[src/rtl/textlcd_pkg.sv]
// rtl/textlcd_pkg.sv - shared state encoding and command constants for the text LCD bus scheduler
package textlcd_pkg;

  localparam logic [2:0] ST_PWRUP = 3'd0;
  localparam logic [2:0] ST_SETUP = 3'd1;
  localparam logic [2:0] ST_EHIGH = 3'd2;
  localparam logic [2:0] ST_HOLD  = 3'd3;
  localparam logic [2:0] ST_WAIT  = 3'd4;
  localparam logic [2:0] ST_IDLE  = 3'd5;

  localparam logic [7:0] CMD_FUNC_SET = 8'h38;
  localparam logic [7:0] CMD_DISP_ON  = 8'h0C;
  localparam logic [7:0] CMD_ENTRY    = 8'h06;
  localparam logic [7:0] CMD_CLEAR    = 8'h01;
  localparam logic [7:0] CMD_HOME     = 8'h02;

  localparam int INIT_LEN = 4;

  function automatic logic [7:0] init_cmd(input logic [1:0] idx);
    case (idx)
      2'd0:    init_cmd = CMD_FUNC_SET;
      2'd1:    init_cmd = CMD_DISP_ON;
      2'd2:    init_cmd = CMD_ENTRY;
      default: init_cmd = CMD_CLEAR;
    endcase
  endfunction

  // Clear and home are the only writes the controller needs the long busy wait for.
  function automatic logic is_slow_cmd(input logic rs, input logic [7:0] data);
    return !rs && ((data == CMD_CLEAR) || (data == CMD_HOME));
  endfunction

endpackage

[src/rtl/rr_arb2.sv]
// rtl/rr_arb2.sv - two-way round-robin arbiter; ptr_i names the client that wins a tie
module rr_arb2 (
  input  logic [1:0] req_i,
  input  logic       enable_i,
  input  logic       ptr_i,
  output logic [1:0] grant_o,
  output logic       ptr_next_o
);

  always_comb begin
    grant_o = 2'b00;
    if (enable_i) begin
      if (req_i == 2'b11) grant_o = ptr_i ? 2'b10 : 2'b01;
      else                grant_o = req_i;
    end
    ptr_next_o = ptr_i;
    if (grant_o[0])      ptr_next_o = 1'b1;
    else if (grant_o[1]) ptr_next_o = 1'b0;
  end

endmodule

[src/rtl/textlcd_bus_sched.sv]
// rtl/textlcd_bus_sched.sv - HD44780 bus sequencer: power-up init, then round-robin client writes with timed E strobe
module textlcd_bus_sched
  import textlcd_pkg::*;
#(
  parameter int unsigned PWRUP_CYC  = 100,
  parameter int unsigned SETUP_CYC  = 2,
  parameter int unsigned E_HIGH_CYC = 4,
  parameter int unsigned HOLD_CYC   = 2,
  parameter int unsigned CMD_WAIT   = 40,
  parameter int unsigned CLR_WAIT   = 200
) (
  input  logic       clk,
  input  logic       resetn,
  input  logic [1:0] req,
  input  logic       rs0,
  input  logic [7:0] data0,
  input  logic       rs1,
  input  logic [7:0] data1,
  output logic [1:0] ack,
  output logic       busy,
  output logic       init_done,
  output logic       LCD_E,
  output logic       LCD_RS,
  output logic       LCD_RW,
  output logic [7:0] LCD_DATA
);

  logic [2:0]  state_q, state_d;
  logic [15:0] cnt_q, cnt_d;
  logic        ptr_q, ptr_d;
  logic        in_init_q, in_init_d;
  logic [1:0]  idx_q, idx_d;
  logic        src_rs_q, src_rs_d;
  logic [7:0]  src_data_q, src_data_d;
  logic        gnt_q, gnt_d;
  logic [1:0]  ack_q, ack_d;
  logic        init_done_q, init_done_d;
  logic        busy_q, e_q, rs_q;
  logic [7:0]  data_q;

  logic [1:0]  grant;
  logic        ptr_next;
  logic [15:0] wait_last;

  // No grant in the ack cycle, so back-to-back clients always see one idle cycle.
  rr_arb2 u_arb (
    .req_i      (req),
    .enable_i   ((state_q == ST_IDLE) && (ack_q == 2'b00)),
    .ptr_i      (ptr_q),
    .grant_o    (grant),
    .ptr_next_o (ptr_next)
  );

  assign wait_last = is_slow_cmd(src_rs_q, src_data_q) ? 16'(CLR_WAIT - 1) : 16'(CMD_WAIT - 1);

  always_comb begin
    state_d     = state_q;
    cnt_d       = cnt_q + 16'd1;
    ptr_d       = ptr_q;
    in_init_d   = in_init_q;
    idx_d       = idx_q;
    src_rs_d    = src_rs_q;
    src_data_d  = src_data_q;
    gnt_d       = gnt_q;
    ack_d       = 2'b00;
    init_done_d = init_done_q;
    case (state_q)
      ST_PWRUP: if (cnt_q == 16'(PWRUP_CYC - 1)) begin
        state_d    = ST_SETUP;
        cnt_d      = '0;
        in_init_d  = 1'b1;
        idx_d      = 2'd0;
        src_rs_d   = 1'b0;
        src_data_d = init_cmd(2'd0);
      end
      // One extra SETUP cycle loads the bus register; the pins then sit SETUP_CYC cycles before E.
      ST_SETUP: if (cnt_q == 16'(SETUP_CYC)) begin
        state_d = ST_EHIGH;
        cnt_d   = '0;
      end
      ST_EHIGH: if (cnt_q == 16'(E_HIGH_CYC - 1)) begin
        state_d = ST_HOLD;
        cnt_d   = '0;
      end
      ST_HOLD: if (cnt_q == 16'(HOLD_CYC - 1)) begin
        state_d = ST_WAIT;
        cnt_d   = '0;
      end
      ST_WAIT: if (cnt_q == wait_last) begin
        cnt_d = '0;
        if (!in_init_q) begin
          state_d = ST_IDLE;
          ack_d   = gnt_q ? 2'b10 : 2'b01;
        end else if (idx_q == 2'(INIT_LEN - 1)) begin
          state_d     = ST_IDLE;
          in_init_d   = 1'b0;
          init_done_d = 1'b1;
        end else begin
          state_d    = ST_SETUP;
          idx_d      = idx_q + 2'd1;
          src_data_d = init_cmd(idx_q + 2'd1);
        end
      end
      ST_IDLE: begin
        cnt_d = '0;
        if (grant != 2'b00) begin
          state_d    = ST_SETUP;
          ptr_d      = ptr_next;
          gnt_d      = grant[1];
          src_rs_d   = grant[1] ? rs1 : rs0;
          src_data_d = grant[1] ? data1 : data0;
        end
      end
      default: begin
        state_d = ST_PWRUP;
        cnt_d   = '0;
      end
    endcase
  end

  always_ff @(posedge clk) begin
    if (!resetn) begin
      state_q     <= ST_PWRUP;
      cnt_q       <= '0;
      ptr_q       <= 1'b0;
      in_init_q   <= 1'b1;
      idx_q       <= 2'd0;
      src_rs_q    <= 1'b0;
      src_data_q  <= 8'h00;
      gnt_q       <= 1'b0;
      ack_q       <= 2'b00;
      init_done_q <= 1'b0;
      busy_q      <= 1'b1;
      e_q         <= 1'b0;
      rs_q        <= 1'b0;
      data_q      <= 8'h00;
    end else begin
      state_q     <= state_d;
      cnt_q       <= cnt_d;
      ptr_q       <= ptr_d;
      in_init_q   <= in_init_d;
      idx_q       <= idx_d;
      src_rs_q    <= src_rs_d;
      src_data_q  <= src_data_d;
      gnt_q       <= gnt_d;
      ack_q       <= ack_d;
      init_done_q <= init_done_d;
      busy_q      <= (state_d != ST_IDLE);
      e_q         <= (state_d == ST_EHIGH);
      if (state_q == ST_SETUP) begin
        rs_q   <= src_rs_q;
        data_q <= src_data_q;
      end
    end
  end

  assign ack       = ack_q;
  assign busy      = busy_q;
  assign init_done = init_done_q;
  assign LCD_E     = e_q;
  assign LCD_RS    = rs_q;
  assign LCD_RW    = 1'b0;
  assign LCD_DATA  = data_q;

endmodule

[config.mk]
export PLATFORM = sky130hd
export DESIGN_NAME = textlcd_bus_sched
export DESIGN_NICKNAME = d
export VERILOG_FILES = /design/src/rtl/textlcd_pkg.sv /design/src/rtl/rr_arb2.sv /design/src/rtl/textlcd_bus_sched.sv
export SDC_FILE = /design/constraint.sdc
export NUM_CORES = 1
export LEC_CHECK = 0
export ABC_AREA = 1
export ABC_CLOCK_PERIOD_IN_PS = 4900
export BUFFER_PORTS_ARGS = -buffer_cell sky130_fd_sc_hd__buf_4
export CAP_MARGIN = 20
export CORE_MARGIN = 2
export CORE_UTILIZATION = 60
export DETAILED_ROUTE_END_ITERATION = 10
export PLACE_DENSITY_LB_ADDON = 0.25
export SYNTH_ARGS = -nofsm -noshare
export SYNTH_HDL_FRONTEND = slang
export SYNTH_SLANG_ARGS = --single-unit
[constraint.sdc]
create_clock -name clk -period 4.9 [get_ports clk]
set_input_delay 0.98 -clock clk [delete_from_list [all_inputs] [get_ports clk]]
set_output_delay 0.98 -clock clk [all_outputs]
set_load 0.05 [all_outputs]
# After elaboration in Yosys (flattened, before gate mapping)
# Cells that the tools add are included.
# totals
output_inout_bits	15
ff_bits	47
input_bits	22
word_cells	104
# classes
bitwise	3
n_reduce_logical	18
addsub	2
n_eq_ne	23
mux	44
# op_table
cell	count
2-to-1 mux 16 bit	5
case mux 16 bit (5 select lines)	1
2-to-1 mux 8 bit	7
== test 16 x 2 -> 1 bit (second input constant)	2
2-to-1 mux 3 bit	8
case mux 8 bit (3 select lines)	1
case mux 3 bit (6 select lines)	1
case mux 6 bit (3 select lines)	1
adder 16 x 1 -> 16 bit (second input constant)	1
== test 16 x 1 -> 1 bit (second input constant)	1
== test 16 x 7 -> 1 bit (second input constant)	1
== test 16 x 8 -> 1 bit	1
2-to-1 mux 2 bit	8
== test 3 x 2 -> 1 bit (second input constant)	3
2-to-1 mux 1 bit	9
== test 8 x 1 -> 1 bit (second input constant)	1
== test 8 x 2 -> 1 bit (second input constant)	1
inequality test 2 bit (second input constant)	4
== test 2 bit (second input constant)	3
== test 3 bit (second input constant)	2
AND reduction 3 bit	2
AND reduction 6 bit	1
nonzero test 2 bit	3
AND reduction 5 bit	1
17 further kinds	22

# Depth between registers and ports, before layout
# Gate-level depths: netlist of run 1.
# depth
ltp_word	8
depth_mapped	12
mapped_depth_nobuf	12

# Hierarchy
# Synthesis of run 1 repeated with hierarchy kept, for this count alone.
# hier_totals
cells_unflattened	391
hier_area_um2	2638.8
# modules_own_cells
module	seq_area_each_um2	n_inst	area_each_um2	cells_each
textlcd_bus_sched	940.9	1	2600.0	381
rr_arb2	0.0	1	38.8	10

# Least setup slack after synthesis of run 1
# No wires, ideal clock.
# synth_timing
kind	input to register
from	in req[0]
to	reg src_data_q[3]
path_stages	8
required_ns	4.787
path_slack_ns	2.962
setup_ns	0.113
n_path_buf	0
t_arrival_ns	1.825
cell_sequence	a21boi_0 -> o21ai_2 -> nand2_2 -> nand2_2 -> nor2_8 -> nand2_4 -> nor2_1 -> nor2_1
# synth_between
elab_chain_cells	6
word_cells_on_any_way	9
classes_between	eq/ne (2); mux (5); reduce/logical (2)
# synth_rtl
element	line	rtl
start: declaration	textlcd_bus_sched.sv:14	input logic [1:0] req,
== test 2 bit	rr_arb2.sv:13	if (req_i == 2'b11) grant_o = ptr_i ? 2'b10 : 2'b01;
2-to-1 mux 2 bit *	rr_arb2.sv:13	
2-to-1 mux 2 bit *	rr_arb2.sv:12	if (enable_i) begin
nonzero test 2 bit (no source line) or 2-to-1 mux 8 bit (tied branches)	-	
inequality test 2 x 1 -> 1 bit (no source line) or 2-to-1 mux 8 bit (tied branches)	-	
AND reduction 6 bit (no source line) or case mux 8 bit (3 select lines) (tied branches)	-	
end signal: assignment	textlcd_bus_sched.sv:144	src_data_q <= src_data_d;
end: declaration	textlcd_bus_sched.sv:34	logic [7:0] src_data_q, src_data_d;
# Every way passes the cells marked *; elsewhere a longest branch is shown, timed or not. The select of a mux whose other input is x is not followed.
# A chain may end at the register's enable or synchronous reset.

==> results of run 1 <==
-- worst min-delay path by stage --
stage | slack [ns] | depth (start not counted) | from | end
6_report | 0.47 | 2 | gnt_q | ack[1]
4_1_cts | 0.47 | 2 | gnt_q | ack[1]
5_1_grt | 0.49 | 2 | src_rs_q | LCD_RS
2_1_floorplan | 0.43 | 1 | gnt_q | ack[0]
3_5_place_dp | 0.46 | 2 | gnt_q | ack[1]
3_3_place_gp | 0.45 | 2 | gnt_q | ack[1]
-- synthesized netlist by cell type --
cell	n	area, sq um
nand2_1	81	304
nor2_1	59	221
inv_1	51	191
dfxtp_1	47	941
nand3_1	19	95.1
a21oi_1	18	90.1
o21ai_0	16	80.1
xor2_1	9	78.8
ha_1	7	87.6
nand2_2	7	43.8
nor3_1	7	35.0
inv_2	5	18.8
nand3b_1	5	37.5
nand4_1	5	31.3
nor3_2	3	30.0
o21ai_2	3	26.3
xnor2_1	3	26.3
a21boi_0	2	15.0
buf_2	2	10.0
clkbuf_1	2	7.51
nand2_4	2	22.5
nor2_2	2	12.5
nor2_4	2	22.5
nor4_1	2	12.5
o211ai_1	2	15.0
o21a_1	2	15.0
a21oi_2	1	8.76
a22oi_1	1	7.51
and2_1	1	6.26
buf_4	1	7.51
buf_6	1	11.3
conb_1	1	3.75
inv_4	1	6.26
nand3_4	1	17.5
nor2_8	1	20.0
o21ai_1	1	5.00
o31ai_1	1	7.51
-- cell families after synthesis --
group,share of synthesized area [%]
other cells,0.146
fa+ha+maj,3.40
flops,36.6
compound gates,10.5
buf+inv,9.83
simple gates,35.5
xor+xnor,4.09
-- sequential cells by signal, summed over array words and instances, names as in the netlist --
register and count:
busy 1, init_done 1, LCD_E 1, LCD_RS 1, in_init_q 1, cnt_q 16
LCD_DATA 8, state_q 3, ptr_q 1, src_data_q 8, src_rs_q 1, idx_q 2
gnt_q 1, ack 2
-- cell type report --
type | count | area (sq um) | area share, %
Clock buffer | 5 | 68.8 | 2.31
Clock inverter | 3 | 46.3 | 1.55
Inverter | 57 | 216 | 7.25
Multi-Input combinational cell | 264 | 1380 | 46.2
Sequential cell | 47 | 941 | 31.5
Tap cell | 50 | 62.6 | 2.10
Timing Repair Buffer | 36 | 270 | 9.06
-- worst max-delay path, delay by kind of cell --
| family | cells | cell delay, ns |
|---|---|---|
| simple gates | 3 | 0.89 |
| buf+inv | 2 | 0.42 |
-- per-layer routing --
metal | GRT usage [%] | share of wire [%]
met5 | 0 | 0
met4 | 8.28 | 2.0
met3 | 4.94 | 5.2
met2 | 40.7 | 49
met1 | 28.1 | 43
-- power by group --
group / switching, uW / internal [uW] / leakage (uW) / total, uW
sequential: 2.52 / 384 / 0.000379 / 386
combinational: 17.7 / 17.1 / 0.000956 / 34.8
clock: 133 / 154 / 0.0000548 / 287
-- metrics by stage --
step,utilization (%),hold WS (ns)
after detailed placement,70.7,0.457
after CTS,73.5,0.470
after global placement,70.7,0.448
after global routing,73.5,0.489
final,73.5,0.473
after floorplan,-,0.425
==> flow_summary.yaml, run 1 <==
outcome:
  run_status: "completed"
place:
  globalplace.congestion: 0.902
  detailed_place.area_sq_um: 2870
  placement.io_buffers: 35
  place.detailed.hpwl_um: 4150
  post-place-ws_ns: 2.52
  placed_cells_incl_taps: 454
die:
  die_width_um: 69.5
  die_area_sq_um: 4830
  die_h_um: 69.5
  core.rowCount: 23
  floorplan.initialDensity_pct: 63.4
  ioPinCount: 37
  core_area_sq_um: 4060
synthesis:
  postSynthCellCount: 374
  syn_nets: 403
  yosys_register_bits: 47
  syn_area_sq_um: 2570
  ys_warns: 0
  synth.yosys.seq_area_share_pct: 36.6
  synthDistinctLibCells: 37
  avgSynthCellArea_sq_um: 6.88
finish:
  most-common-layout-cells: "nand2_1 (81), nor2_1 (59), inv_1 (51)"
  filler_cell_count: 350
  antenna-diode-count: 0
  post_route_cells_drive_above_1_share_pct: 17.5
  fin_cells: 462
  area_delta_synth_final_pct: 16.0
  design.final.nets: 440
  final_common_cell: "nand2_1"
  final_design_area_no_fill_sq_um: 2980
clock_network:
  cell_at_the_root_of_the_clock_tree: "clkbuf_8"
  post-cts-setup-buffer-count: 0
  number_of_buffers_between_clock_root_and_the_deepest_sink: 2
  cts-buffers-inserted: 5
  tritoncts: "yes"
  cts.clk_slew.worst_paths_ns: 0.08
  post_cts.resized_instances: 0
  htree_levels: 2
  clock_insertion_delay_worst_skew_ns: 0.30
  cts.hold.buffers_added: 0
  clock_sinks: 47
worst_setup_path:
  timing.critical_path.to: "cnt_q[5]"
  arrival_ns: 2.29
  regToRegSetupSlack_ns: 2.99
  slowest_delay_ns: 0.55
  cp_cell_sequence: "buf_4 -> inv_1 -> nor2_1 -> nand2_2 -> nor2_1"
  cp_capture_type: "flip-flop"
  critical_path_peak_fanout: 26
  crit_type: "input pin to flip-flop"
  critPathRequiredTime_ns: 5.13
  worst_reg2reg_path_startpoint: "cnt_q[0]"
  cpMostUsedCell: "nor2_1"
  reg2reg_to: "idx_q[0]"
  cpMaxStageDelayCell: "nor2_1"
  setup.worst_path.start: "resetn"
  worstRegToRegCells: 10
  worstSetupStartpointType: "input pin"
sta:
  layout_worst_path_cycle_share_pct: 42.1
  hold_violations: 0
  timing.final.max_slew_violations: 0
  setup-tns-final_ns: 0
  rsz0062_at_grt: "false"
  final.min_clock_period_ns: 2.06
  slew_headroom_pct: 56.8
  finalSetupViolations: 0
  setup_ws_ns: 2.84
  clock-skew-final_ns: 0.0144
  maxClockFrequency_mhz: 484
  worst_slew_pin_slew_ns: 0.646
global_routing:
  overflow_left_after_global_routing: 0
  globalRouteTotalUtil_pct: 23.3
  grt_start_max_net_pins: 27
  number_of_global_route_vias_before_repair: 2308
  grt_pass1_wl_um: 9340
  grt_antenna_before_repair: 0
power_and_ir_drop:
  power_density_nw_per_um2: 237
  total_power_draw_uw: 708
  irDropWorstVdd_mv: 0.184
  power_leakage_uw: 0.00139
drt:
  routed_wirelength_normalized_by_instance_count_um: 11.5
  drt.antenna.violating_nets: 0
  routed_wirelength_um: 5320
  number_of_drc_violations_after_detailed_routing: 0
  drt-pass1-iter-count: 4
  routed-via-count: 2394
  drt-initial-drc-count: 112
  vias_per_cell: 5.18
worst_hold_path:
  holdCritPathClass: "flip-flop to flip-flop"
job:
  max_cap_viols: 0
Power figures use the tool's default switching activity.
==> run 2, diff against run 1 <==
Settings changed: ABC_AREA 1 to 0, ABC_CLOCK_PERIOD_IN_PS 4900 to 1800, CORE_UTILIZATION 60 to 51.
Clock period 4.9 ns to 1.8 ns, I/O delays scaled along.
==> flow_summary.yaml, run 2 <==
outcome:
  run_status: "complete, but fails checks"
  violations: "setup timing"
clock_network:
  clock_sinks: 47
  cts.clk_slew.worst_paths_ns: 0.09
  cell_at_the_root_of_the_clock_tree: "clkbuf_8"
  tritoncts: "yes"
  htree_levels: 2
  cts-buffers-inserted: 5
  clock_insertion_delay_worst_skew_ns: 0.30
  number_of_buffers_between_clock_root_and_the_deepest_sink: 2
  cts.hold.buffers_added: 0
synthesis:
  synth.most_common_cell: "dfxtp_1"
  top_cell_type_by_total_area_after_synthesis: "dfxtp_1"
  syn_nets: 309
  avgSynthCellArea_sq_um: 8.89
  synth_top_area_share_pct: 37.8
  ys_warns: 0
  synthTopCellsByArea: "dfxtp_1 (38%), mux2i_1 (6.0%), nor2_1 (4.4%)"
  yosys_register_bits: 47
  async_reset_ff_share_pct: 0
  post_synth_most_frequent_cells: "dfxtp_1 (47), nor2_1 (29), nand2_1 (21)"
  syn_area_sq_um: 2490
  synth-edff-count: 0
  synth.yosys.seq_area_share_pct: 37.8
  postSynthCellCount: 280
  most_common_flop_cell_mapped_by_yosys: "dfxtp_1"
  synthDistinctLibCells: 51
drt:
  routed_wirelength_normalized_by_instance_count_um: 15.3
  vias_per_cell: 5.58
  drt-pass1-iter-count: 4
  met3_wirelength_um: 329
  drt.antenna.violating_nets: 0
  highest-signal-layer: "met4"
  route.layer.met1.wl_um: 2810
  routed-via-count: 2506
  met2_wirelength_um: 3540
  routed_wirelength_um: 6880
  drt-initial-drc-count: 245
  number_of_drc_violations_after_detailed_routing: 0
global_routing:
  number_of_global_route_vias_before_repair: 2414
  overflow_left_after_global_routing: 0
  grt_start_max_net_pins: 22
  globalRouteTotalUtil_pct: 26.8
  grt_antenna_before_repair: 0
  grt_pass1_wl_um: 11100
sta:
  hold_violations: 0
  slew_headroom_pct: 58.4
  worst_slew_pin_slew_ns: 0.617
  setup-tns-final_ns: -11.84
  rsz0062_at_grt: "true"
  timing.final.max_slew_violations: 0
  setup_ws_ns: -0.530
  clock-skew-final_ns: 0.00515
  layout_worst_path_cycle_share_pct: 129
  final.min_clock_period_ns: 2.33
  finalSetupViolations: 27
  maxClockFrequency_mhz: 429
worst_hold_path:
  holdCritPathClass: "input pin to flip-flop"
  min_path_cells: 3
finish:
  final_design_area_no_fill_sq_um: 3560
  largest_register_ff_count: 16
  most-common-layout-cells: "buf_4 (101), dfxtp_1 (43), nor2_1 (28)"
  post_route_cells_drive_above_1_share_pct: 41.1
  area_delta_synth_final_pct: 43.0
  final_core_utilization_pct: 75.4
  max_flop_register: "cnt_q"
  design.final.nets: 410
  antenna-diode-count: 0
  final_common_cell: "buf_4"
worst_setup_path:
  crit_type: "flip-flop to flip-flop"
  critical_path_peak_fanout: 8
  cp_capture_type: "flip-flop"
  worstRegToRegCells: 6
  worstSetupStartpointType: "flip-flop"
  critPathRequiredTime_ns: 2.04
  arrival_ns: 2.57
place:
  globalplace.congestion: 0.899
  post-place-ws_ns: -0.570
  place.detailed.hpwl_um: 4890
  detailed_place.area_sq_um: 3280
  placement.io_buffers: 35
die:
  die_area_sq_um: 5460
  die_h_um: 73.9
  core_area_sq_um: 4720
  ioPinCount: 37
  core.rowCount: 25
  floorplan.initialDensity_pct: 52.7
  die_width_um: 73.9
power_and_ir_drop:
  power_leakage_uw: 0.00146
  power_density_nw_per_um2: 518
  irDropWorstVdd_mv: 0.305
job:
  max_cap_viols: 0
run 2: critical path, stage by stage, from the launching register on:
cell,delay [ns]
dfxtp_2,0.33
or4_4,0.53
or4_4,0.56
a221oi_4,0.30
nor3b_4,0.22
buf_6,0.15
mux2i_1,0.17
run 2: path summary, 6_finish.rpt:
| check | from | end | slack [ns] |
|---|---|---|---|
| min reg2reg | ptr_q | ptr_q | 0.48 |
| max | cnt_q[12] | src_data_q[5] | -0.53 |
| max reg2reg | cnt_q[12] | src_data_q[5] | -0.53 |
| min | req[0] | ptr_q | 0.36 |
run 2: per-layer routing:
layer  vias up  global-route usage, %
met1      1182                   31.0
met3        20                   5.35
met5         -                      0
met2        74                   47.3
met4         0                   11.5
li1       1230                      -
run 2: cell type report:
type	instances	area, sq um
clock inverters	3	20.0
fillers	342	1160
multi-input cells	212	1590
clock buffers	5	68.8
well taps	67	83.8
inverters	9	33.8
repair buffers	106	815
flip-flops and latches	47	946
run 2: timing repair:
item / CTS / global route
cloned: 0 / 0
setup buffers: 4 / 2
endpoints found under the setup margin: 27 / 27
resized for setup: 28 / 6
pin swaps: 11 / 8
run 2: cell families after synthesis:
logic type               count (synthesis)  synth area share (%)
XOR/XNOR                                15                  5.28
adder cells (fa/ha/maj)                  7                  3.52
AND/OR/NAND/NOR                        123                  26.8
flip-flops                              47                  37.8
AO/OA/AOI/OAI                           45                  14.2
other                                    1                 0.151
multiplexers                            21                  8.74
buffers and inverters                   21                  3.52
run 2: report_power, final:
| part | total, uW | switching, uW | internal, uW |
|---|---|---|---|
| clock network | 641 | 370 | 271 |
| logic | 156 | 73.6 | 82.5 |
| registers | 1050 | 3.00 | 1040 |
run 2: through the flow:
stage                     cells  power (uW)  hold WS [ns]
final                       449        1840         0.365
after global routing        449        1920         0.371
after CTS                   447        1860         0.359
after detailed placement    435        1220         0.453
after global placement      435        1210         0.428
after floorplan             280        1140         0.416
==> run 3, diff against run 2 <==
Settings changed: MAX_ROUTING_LAYER from default to met4.
==> flow_summary.yaml, run 3 (synthesis gave the netlist of run 2 again) <==
clock_network:
  cell_at_the_root_of_the_clock_tree: "clkbuf_8"
  cts.clk_slew.worst_paths_ns: 0.09
  htree_levels: 2
  cts.hold.buffers_added: 0
  clock_sinks: 47
  number_of_buffers_between_clock_root_and_the_deepest_sink: 2
  clock_insertion_delay_worst_skew_ns: 0.31
  tritoncts: "yes"
  cts-buffers-inserted: 5
worst_setup_path:
  regToRegSetupSlack_ns: -0.52
  worstRegToRegCells: 6
  worst_reg2reg_path_startpoint: "cnt_q[12]"
  crit_type: "flip-flop to flip-flop"
  arrival_ns: 2.56
  critical_path_peak_fanout: 8
  worstSetupStartpointType: "flip-flop"
  reg2reg_to: "src_data_q[5]"
  cp_capture_type: "flip-flop"
  critPathRequiredTime_ns: 2.04
worst_hold_path:
  min_path_cells: 3
  worstHoldEndpoint: "ptr_q"
  hp-start: "req[0]"
  holdCritPathClass: "input pin to flip-flop"
power_and_ir_drop:
  irDropWorstVdd_mv: 0.308
  power_density_nw_per_um2: 519
  power_leakage_uw: 0.00146
  total_power_draw_uw: 1850
sta:
  maxClockFrequency_mhz: 431
  slew_headroom_pct: 55.8
  worst_slew_pin_slew_ns: 0.656
  finalSetupViolations: 27
  clock-skew-final_ns: 0.00457
  final.min_clock_period_ns: 2.32
  setup-tns-final_ns: -11.98
  setup_ws_ns: -0.523
  hold_violations: 0
  rsz0062_at_grt: "true"
  layout_worst_path_cycle_share_pct: 129
  timing.final.max_slew_violations: 0
place:
  globalplace.congestion: 0.914
  placement.io_buffers: 35
  post-place-ws_ns: -0.570
  place.detailed.hpwl_um: 4890
  placed_cells_incl_taps: 435
finish:
  largest_register_ff_count: 16
  antenna-diode-count: 0
  fin_cells: 449
  final_common_cell: "buf_4"
  post_route_cells_drive_above_1_share_pct: 41.1
  max_flop_register: "cnt_q"
  final_core_utilization_pct: 75.4
  area_delta_synth_final_pct: 43.0
  most-common-layout-cells: "buf_4 (101), dfxtp_1 (43), nor2_1 (28)"
  design.final.nets: 410
drt:
  drt-initial-drc-count: 183
  drt.antenna.violating_nets: 0
  drt-pass1-iter-count: 4
  routed_wirelength_um: 6890
  number_of_drc_violations_after_detailed_routing: 0
  vias_per_cell: 5.58
  routed-via-count: 2505
  routed_wirelength_normalized_by_instance_count_um: 15.3
die:
  die_area_sq_um: 5460
  core.rowCount: 25
  die_width_um: 73.9
  floorplan.initialDensity_pct: 52.7
  core_area_sq_um: 4720
  ioPinCount: 37
  die_h_um: 73.9
outcome:
  run_status: "complete, but fails checks"
  violations: "setup timing"
job:
  max_cap_viols: 0
global_routing:
  globalRouteTotalUtil_pct: 27.6
  grt_start_max_net_pins: 22
  number_of_global_route_vias_before_repair: 2399
  grt_antenna_before_repair: 0
  overflow_left_after_global_routing: 0
  grt_pass1_wl_um: 11100
-- run 3: cell counts in the layout (fill, tap and decap cells not counted) --
Identical to the previous run, type by type.
-- run 3: timing repair --
action,4_1_cts,5_1_grt
setup buffers,4,2
pin swaps,11,7
cloned,0,0
setup endpoints to repair,27,27
resized for setup,28,6
-- run 3: layer usage --
metal  global-route usage [%]  vias up  routed length [um]
met3                     5.21       19                 352
met2                     46.9       71                3490
li1                         -     1229                   -
met1                     31.6     1186                2840
met5                        -        -                   0
met4                     11.5        0                 204
-- run 3: how the worst max path moves through the flow --
stage / slack, ns / depth (start not counted) / end / startpoint
6_report: -0.52 / 6 / src_data_q[5] / cnt_q[12]
5_1_grt: -0.62 / 6 / src_data_q[5] / cnt_q[12]
4_1_cts: -0.53 / 6 / src_data_q[5] / cnt_q[12]
3_5_place_dp: -0.57 / 5 / src_rs_q / cnt_q[9]
3_3_place_gp: -0.53 / 5 / src_rs_q / cnt_q[9]
2_1_floorplan: -0.60 / 5 / src_data_q[4] / cnt_q[9]
-- run 3: stage by stage --
step | hold WS [ns] | area [sq um]
6_report | 0.358 | 3560
5_1_grt | 0.372 | 3560
4_1_cts | 0.359 | 3520
3_5_place_dp | 0.453 | 3280
3_3_place_gp | 0.428 | 3280
2_1_floorplan | 0.416 | 2500
-- run 3: worst max-delay path, stage by stage, from the launching register on --
cell and delay (ns):
dfxtp_2 0.33, or4_4 0.53, or4_4 0.56, a221oi_4 0.29, nor3b_4 0.22, buf_6 0.15, mux2i_1 0.17
-- run 3: cell type report --
type / instances / area (sq um)
flip-flops and latches: 47 / 946
clock buffers: 5 / 68.8
clock inverters: 3 / 20.0
fillers: 341 / 1160
repair buffers: 106 / 815
well taps: 67 / 83.8
inverters: 9 / 33.8
multi-input cells: 212 / 1590
-- run 3: where the power goes --
| group | switching (uW) | internal (uW) | total (uW) |
|---|---|---|---|
| sequential | 3.00 | 1040 | 1050 |
| combinational | 74.0 | 82.5 | 156 |
| clock | 375 | 271 | 645 |
| total | 452 | 1400 | 1850 |
